$ cat config.mk
export PLATFORM = sky130hd
export DESIGN_NAME = decode_stage
export DESIGN_NICKNAME = d
export VERILOG_FILES = /design/src/rtl/mips_pkg.sv /design/src/rtl/regfile.sv /design/src/rtl/decode_stage.sv
export SDC_FILE = /design/constraint.sdc
export NUM_CORES = 2
export LEC_CHECK = 0
export CAP_MARGIN = 20
export CORE_ASPECT_RATIO = 2
export CORE_MARGIN = 2
export CORE_UTILIZATION = 40
export DETAILED_ROUTE_END_ITERATION = 6
export PLACE_DENSITY = 0.67
export SETUP_SLACK_MARGIN = 0.05
export SYNTH_ARGS = -nofsm -noshare
export SYNTH_HDL_FRONTEND = slang
export SYNTH_SLANG_ARGS = --single-unit
export TNS_END_PERCENT = 100
$ cat constraint.sdc
create_clock -name clk -period 77.8 [get_ports clk]
set_clock_uncertainty 0.2 [all_clocks]
set_input_delay 15.56 -clock clk [delete_from_list [all_inputs] [get_ports clk]]
set_output_delay 15.56 -clock clk [all_outputs]
set_load 0.05 [all_outputs]
$ cat src/rtl/mips_pkg.sv
// Shared MIPS pipeline definitions: opcodes, ALUOp encodings, the ID/EX control bundle
// and the main-control decode function.
package mips_pkg;

  localparam logic [5:0] OP_RTYPE = 6'h00;
  localparam logic [5:0] OP_LW    = 6'h23;
  localparam logic [5:0] OP_SW    = 6'h2B;
  localparam logic [5:0] OP_BEQ   = 6'h04;
  localparam logic [5:0] OP_ADDI  = 6'h08;

  localparam logic [1:0] ALUOP_ADD   = 2'b00;
  localparam logic [1:0] ALUOP_SUB   = 2'b01;
  localparam logic [1:0] ALUOP_FUNCT = 2'b10;

  localparam logic [31:0] NOP_INSTR = 32'h0000_0000;

  // Bit order matches id_ex_ctrl[9:0], MSB first.
  typedef struct packed {
    logic       reg_dst;
    logic       alu_src;
    logic       mem_to_reg;
    logic       reg_write;
    logic       mem_read;
    logic       mem_write;
    logic       branch;
    logic [1:0] alu_op;
    logic       valid;
  } ctrl_t;

  localparam ctrl_t CTRL_BUBBLE = '0;

  function automatic ctrl_t decode_ctrl(input logic [5:0] op);
    ctrl_t c;
    c = CTRL_BUBBLE;
    case (op)
      OP_RTYPE: begin
        c.reg_dst   = 1'b1;
        c.reg_write = 1'b1;
        c.alu_op    = ALUOP_FUNCT;
        c.valid     = 1'b1;
      end
      OP_LW: begin
        c.alu_src    = 1'b1;
        c.mem_to_reg = 1'b1;
        c.reg_write  = 1'b1;
        c.mem_read   = 1'b1;
        c.alu_op     = ALUOP_ADD;
        c.valid      = 1'b1;
      end
      OP_SW: begin
        c.alu_src   = 1'b1;
        c.mem_write = 1'b1;
        c.alu_op    = ALUOP_ADD;
        c.valid     = 1'b1;
      end
      OP_BEQ: begin
        c.branch = 1'b1;
        c.alu_op = ALUOP_SUB;
        c.valid  = 1'b1;
      end
      OP_ADDI: begin
        c.alu_src   = 1'b1;
        c.reg_write = 1'b1;
        c.alu_op    = ALUOP_ADD;
        c.valid     = 1'b1;
      end
      default: c = CTRL_BUBBLE;
    endcase
    return c;
  endfunction

endpackage

$ cat src/rtl/regfile.sv
// 2-read/1-write register file with $0 hard-wired to zero, write-through bypass
// and asynchronous clear.
module regfile #(
  parameter int NREG = 32,
  parameter int W    = 32,
  parameter int AW   = $clog2(NREG)
) (
  input  logic          clk,
  input  logic          rst,
  input  logic          we,
  input  logic [AW-1:0] waddr,
  input  logic [W-1:0]  wdata,
  input  logic [AW-1:0] raddr1,
  input  logic [AW-1:0] raddr2,
  output logic [W-1:0]  rdata1,
  output logic [W-1:0]  rdata2
);

  logic [W-1:0] mem_q [NREG];
  logic [W-1:0] mem_d [NREG];

  always_comb begin
    mem_d = mem_q;
    if (we && waddr != '0) mem_d[waddr] = wdata;
  end

  always_ff @(posedge clk or posedge rst) begin
    if (rst) mem_q <= '{default: '0};
    else     mem_q <= mem_d;
  end

  // A write landing this edge is forwarded so decode sees the new value now.
  always_comb begin
    if (raddr1 == '0)                  rdata1 = '0;
    else if (we && waddr == raddr1)    rdata1 = wdata;
    else                               rdata1 = mem_q[raddr1];
    if (raddr2 == '0)                  rdata2 = '0;
    else if (we && waddr == raddr2)    rdata2 = wdata;
    else                               rdata2 = mem_q[raddr2];
  end

endmodule

$ cat src/rtl/decode_stage.sv
// MIPS ID stage: IF/ID register, register-file read, main control decode,
// load-use stall detection and branch flush feeding the ID/EX register.
module decode_stage
  import mips_pkg::*;
#(
  parameter int NREG = 32,
  parameter int W    = 32
) (
  input  logic                     clk,
  input  logic                     rst,
  input  logic [W-1:0]             nPC,
  input  logic [W-1:0]             IR,
  input  logic                     PCSrc,
  input  logic                     wb_we,
  input  logic [$clog2(NREG)-1:0]  wb_addr,
  input  logic [W-1:0]             wb_data,
  input  logic                     ex_mem_read,
  input  logic [$clog2(NREG)-1:0]  ex_rt,
  output logic                     stall,
  output logic [W-1:0]             id_ex_npc,
  output logic [W-1:0]             id_ex_rd1,
  output logic [W-1:0]             id_ex_rd2,
  output logic [W-1:0]             id_ex_imm,
  output logic [$clog2(NREG)-1:0]  id_ex_rt,
  output logic [$clog2(NREG)-1:0]  id_ex_rd,
  output logic [$clog2(NREG)-1:0]  id_ex_rs,
  output logic [9:0]               id_ex_ctrl
);

  localparam int AW = $clog2(NREG);

  logic [W-1:0]  ifid_npc_q, ifid_npc_d;
  logic [W-1:0]  ifid_ir_q, ifid_ir_d;

  logic [W-1:0]  id_ex_npc_q, id_ex_npc_d;
  logic [W-1:0]  id_ex_rd1_q, id_ex_rd1_d;
  logic [W-1:0]  id_ex_rd2_q, id_ex_rd2_d;
  logic [W-1:0]  id_ex_imm_q, id_ex_imm_d;
  logic [AW-1:0] id_ex_rt_q, id_ex_rt_d;
  logic [AW-1:0] id_ex_rd_q, id_ex_rd_d;
  logic [AW-1:0] id_ex_rs_q, id_ex_rs_d;
  ctrl_t         id_ex_ctrl_q, id_ex_ctrl_d;

  logic [5:0]    op;
  logic [AW-1:0] rs, rt, rd;
  logic [W-1:0]  rf_rd1, rf_rd2;
  logic [W-1:0]  imm_ext;
  ctrl_t         ctrl_dec;

  assign op      = ifid_ir_q[31:26];
  assign rs      = ifid_ir_q[25:21];
  assign rt      = ifid_ir_q[20:16];
  assign rd      = ifid_ir_q[15:11];
  assign imm_ext = {{(W-16){ifid_ir_q[15]}}, ifid_ir_q[15:0]};
  assign ctrl_dec = decode_ctrl(op);

  regfile #(.NREG(NREG), .W(W)) u_regfile (
    .clk    (clk),
    .rst    (rst),
    .we     (wb_we),
    .waddr  (wb_addr),
    .wdata  (wb_data),
    .raddr1 (rs),
    .raddr2 (rt),
    .rdata1 (rf_rd1),
    .rdata2 (rf_rd2)
  );

  // A flush makes the stalled instruction irrelevant, so it never holds fetch.
  assign stall = ex_mem_read && (ex_rt != '0) && ((ex_rt == rs) || (ex_rt == rt)) && !PCSrc;

  always_comb begin
    ifid_npc_d = ifid_npc_q;
    ifid_ir_d  = ifid_ir_q;
    if (PCSrc) begin
      ifid_npc_d = '0;
      ifid_ir_d  = NOP_INSTR;
    end else if (!stall) begin
      ifid_npc_d = nPC;
      ifid_ir_d  = IR;
    end
  end

  always_comb begin
    id_ex_npc_d  = '0;
    id_ex_rd1_d  = '0;
    id_ex_rd2_d  = '0;
    id_ex_imm_d  = '0;
    id_ex_rt_d   = '0;
    id_ex_rd_d   = '0;
    id_ex_rs_d   = '0;
    id_ex_ctrl_d = CTRL_BUBBLE;
    if (!stall && !PCSrc) begin
      id_ex_npc_d  = ifid_npc_q;
      id_ex_rd1_d  = rf_rd1;
      id_ex_rd2_d  = rf_rd2;
      id_ex_imm_d  = imm_ext;
      id_ex_rt_d   = rt;
      id_ex_rd_d   = rd;
      id_ex_rs_d   = rs;
      id_ex_ctrl_d = ctrl_dec;
    end
  end

  always_ff @(posedge clk or posedge rst) begin
    if (rst) begin
      ifid_npc_q   <= '0;
      ifid_ir_q    <= NOP_INSTR;
      id_ex_npc_q  <= '0;
      id_ex_rd1_q  <= '0;
      id_ex_rd2_q  <= '0;
      id_ex_imm_q  <= '0;
      id_ex_rt_q   <= '0;
      id_ex_rd_q   <= '0;
      id_ex_rs_q   <= '0;
      id_ex_ctrl_q <= CTRL_BUBBLE;
    end else begin
      ifid_npc_q   <= ifid_npc_d;
      ifid_ir_q    <= ifid_ir_d;
      id_ex_npc_q  <= id_ex_npc_d;
      id_ex_rd1_q  <= id_ex_rd1_d;
      id_ex_rd2_q  <= id_ex_rd2_d;
      id_ex_imm_q  <= id_ex_imm_d;
      id_ex_rt_q   <= id_ex_rt_d;
      id_ex_rd_q   <= id_ex_rd_d;
      id_ex_rs_q   <= id_ex_rs_d;
      id_ex_ctrl_q <= id_ex_ctrl_d;
    end
  end

  assign id_ex_npc  = id_ex_npc_q;
  assign id_ex_rd1  = id_ex_rd1_q;
  assign id_ex_rd2  = id_ex_rd2_q;
  assign id_ex_imm  = id_ex_imm_q;
  assign id_ex_rt   = id_ex_rt_q;
  assign id_ex_rd   = id_ex_rd_q;
  assign id_ex_rs   = id_ex_rs_q;
  assign id_ex_ctrl = id_ex_ctrl_q;

endmodule

==> metrics.txt <==
Most common cell on crit path clkdlybuf4s50_1; R2R setup slack just over 70 ns; Crit path max-delay family buffers and inverters; post-synth cell types 48; Largest stage delay, worst path 0.83 ns; number of flops mapped to enable cells by yosys 0; CTS Buf Count ~110; HPWL after detailed placement 101000 um; vias in the first global route 42253; worst vdd ir 0.0232 mV; Core Footprint 154000 sq um; row count 204; Worst Path Arrival 18.20 ns; CTS root buffer clkbuf_16; CTS max path bufs 3; # IOs 265; min Tclk post-route 33.96 ns; GPL Wtd Cong 0.821; met1 WL 74500 um; worst r2r src ifid_ir_q[17]; Peak Freq 0.0294 GHz; area of the multi-input gates slightly below 30000 sq um; Worst path depth 7; routed len/inst 28.3 um; Worst-Margin Slew approximately 1.2 ns; Crit. End Element primary output; CP endpoint stall; Ys Warns 0; most frequent cells in the layout 1210 x dfrtp_1, 986 x mux2_2, 448 x mux4_2; TNS Setup 0 ns; crit path launch ex_rt[0]; pin count of the biggest net entering global routing 178; CP bufs+invs 3; Clock transition at path regs around 0.07 ns; Power, Total ~1.8 mW; nets 4481; Post-CTS Setup Bufs 0; fill count 13329; drt drc 0; Data required, critical path 62.04 ns; Synth Flop Type dfrtp_1; commonest non-fill, non-tap cell in the layout dfrtp_1; Sequential cell area 30500 sq um; final non-filler cell total 6526; placed insts about 6300; Die H ~560 um; flops & latches, synth 1218; worst hold margin 0.194 ns; final period utilization 43.7%; first-pass detailed-route iteration total 5; Async SR Flop Fraction between 90% and 100%; post-layout utilization of the core 45.8%; GR Util All Layers 23.3%; Post-CTS Resized 0; clock sinks 1218; Skew-Pair Late Insertion Delay 0.73 ns; Final Routed Wirelength 185000 um; outcome finished clean; Initial Util 40.2%; hold_buf cts 0; Critical Path, Cell by Cell clkdlybuf4s50_1 > xnor2_1 > nand3_1 > o22a_2 > buf_4 > nor3_1 > clkdlybuf4s50_1; Post-Synthesis Cells 4400; die width 282 um; Initial DRC Count 3874; critical path class in -> out; reg-to-reg endpoint id_ex_rd2[29]; antenna violations before repair 7; Fin. Hold Viols 0; Reg2Reg Depth 8; DR top layer met5; Overflow after GRT 0; Synthesized Nets between 4000 and 5000; DR vias 40661; Hold Path Class reg -> reg; share of layout cells above drive strength 1 40.3%; final setup violation count 0; CP max-delay cell clkdlybuf4s50_1; leakage 29.1 nW; RSZ-0062 raised after global routing no; max-slew violation count 0; Mapped Area 61800 sq um; metal3 WL 14400 um; Avg Cell Area, Syn 14.1 sq um; Power Dens Cells between 20 and 30 nW/um^2; CTS tree done; maxcap violations 0; Via density 6.23; Max FO, Critical Path 66; Met2 Routed Length 87600 um; CP startpoint kind input pin; ANT nets after route 0; full die area 158000 sq um; sequential area share after synthesis 49.3%; # H-tree levels 3; Port Buffers 264; Slew HR 22.8%; first-pass GRT wire length between 200000 and 300000 um; area delta synth->final 14.0%
## flip-flops by register name, indices dropped and copies added (netlist names)
signal	flops
id_ex_rs	5
id_ex_rd	4
ifid_ir_q	32
ifid_npc_q	32
id_ex_rt	5
id_ex_rd2	32
id_ex_ctrl	8
id_ex_npc	32
u_regfile.mem_q	1024
id_ex_imm	12
id_ex_rd1	32
## synth_stat cells, drive strengths merged (40+ instances only)
master,number,area [sq um]
dfrtp,1218,30500
nor2b,127,795
clkbuf,278,1050
nor3,100,500
nor4,40,250
a211oi,127,958
mux2i,128,1280
a21oi,68,340
buf,247,1300
o21ai,66,330
a22oi,63,473
mux2,992,11200
o22ai,63,394
and2,59,369
nor2,151,567
mux4,448,10100
o41ai,62,543
nand3,71,355
## worst min path at each step
stage	from	end	slack, ns	cells after the start
global route	u_regfile.mem_q[1014]	u_regfile.mem_q[1014]	0.21	0
CTS	u_regfile.mem_q[1014]	u_regfile.mem_q[1014]	0.20	0
global placement	u_regfile.mem_q[1009]	u_regfile.mem_q[1009]	0.18	0
detailed placement	u_regfile.mem_q[1010]	u_regfile.mem_q[1010]	0.18	0
floorplan	u_regfile.mem_q[1000]	u_regfile.mem_q[1000]	0.24	1
finish	u_regfile.mem_q[993]	u_regfile.mem_q[993]	0.19	0
## report_power, final
part / internal [mW] / total, mW / switching (mW)
Sequential: 0.742 / 0.821 / 0.0792
Clock: 0.335 / 0.589 / 0.255
Combinational: 0.197 / 0.354 / 0.157
Total: 1.27 / 1.76 / 0.491
## worst reg2reg max path, stage by stage, from the launching register on
cell	delay [ns]
dfrtp_4	0.93
buf_4	0.75
buf_4	0.77
buf_4	0.87
mux4_2	0.40
mux2i_1	0.07
o22ai_1	0.25
nor3_1	0.10
nor3_1	0.58
## area by class of cell
class | count | area share (%)
multi-input cells | 2653 | 41.6
repair buffers | 380 | 5.88
clock inverters | 48 | 0.953
diodes | 2 | 0.00710
inverters | 4 | 0.0320
clock buffers | 161 | 4.61
well taps | 2060 | 3.66
flip-flops and latches | 1218 | 43.3
## through the flow
stage,instance area [sq um],worst slack [ns]
after detailed placement,65800,43.85
after global placement,65700,43.85
after global routing,70500,43.71
after floorplan,61800,27.72
after CTS,69700,43.85
final,70500,43.84
## kinds of logic (layout without fill, tap and decap cells)
logic type | count (synthesis) | count (layout) | share of synthesized area (%)
other | 0 | 2 | 0
buffers and inverters | 529 | 593 | 3.82
and+or+nand+nor | 610 | 610 | 5.16
DFF | 1218 | 1218 | 49.3
xor gates and xnor gates | 20 | 20 | 0.283
AOI/OAI and AO/OA | 455 | 455 | 5.00
muxes | 1568 | 1568 | 36.5
## routing by layer
metal / up-vias / GRT usage (%)
met5: - / 0
met4: 8 / 9.80
met3: 490 / 4.33
met2: 1889 / 37.3
met1: 21757 / 31.0
li1: 16517 / -
(Power assumes the default switching activity.)
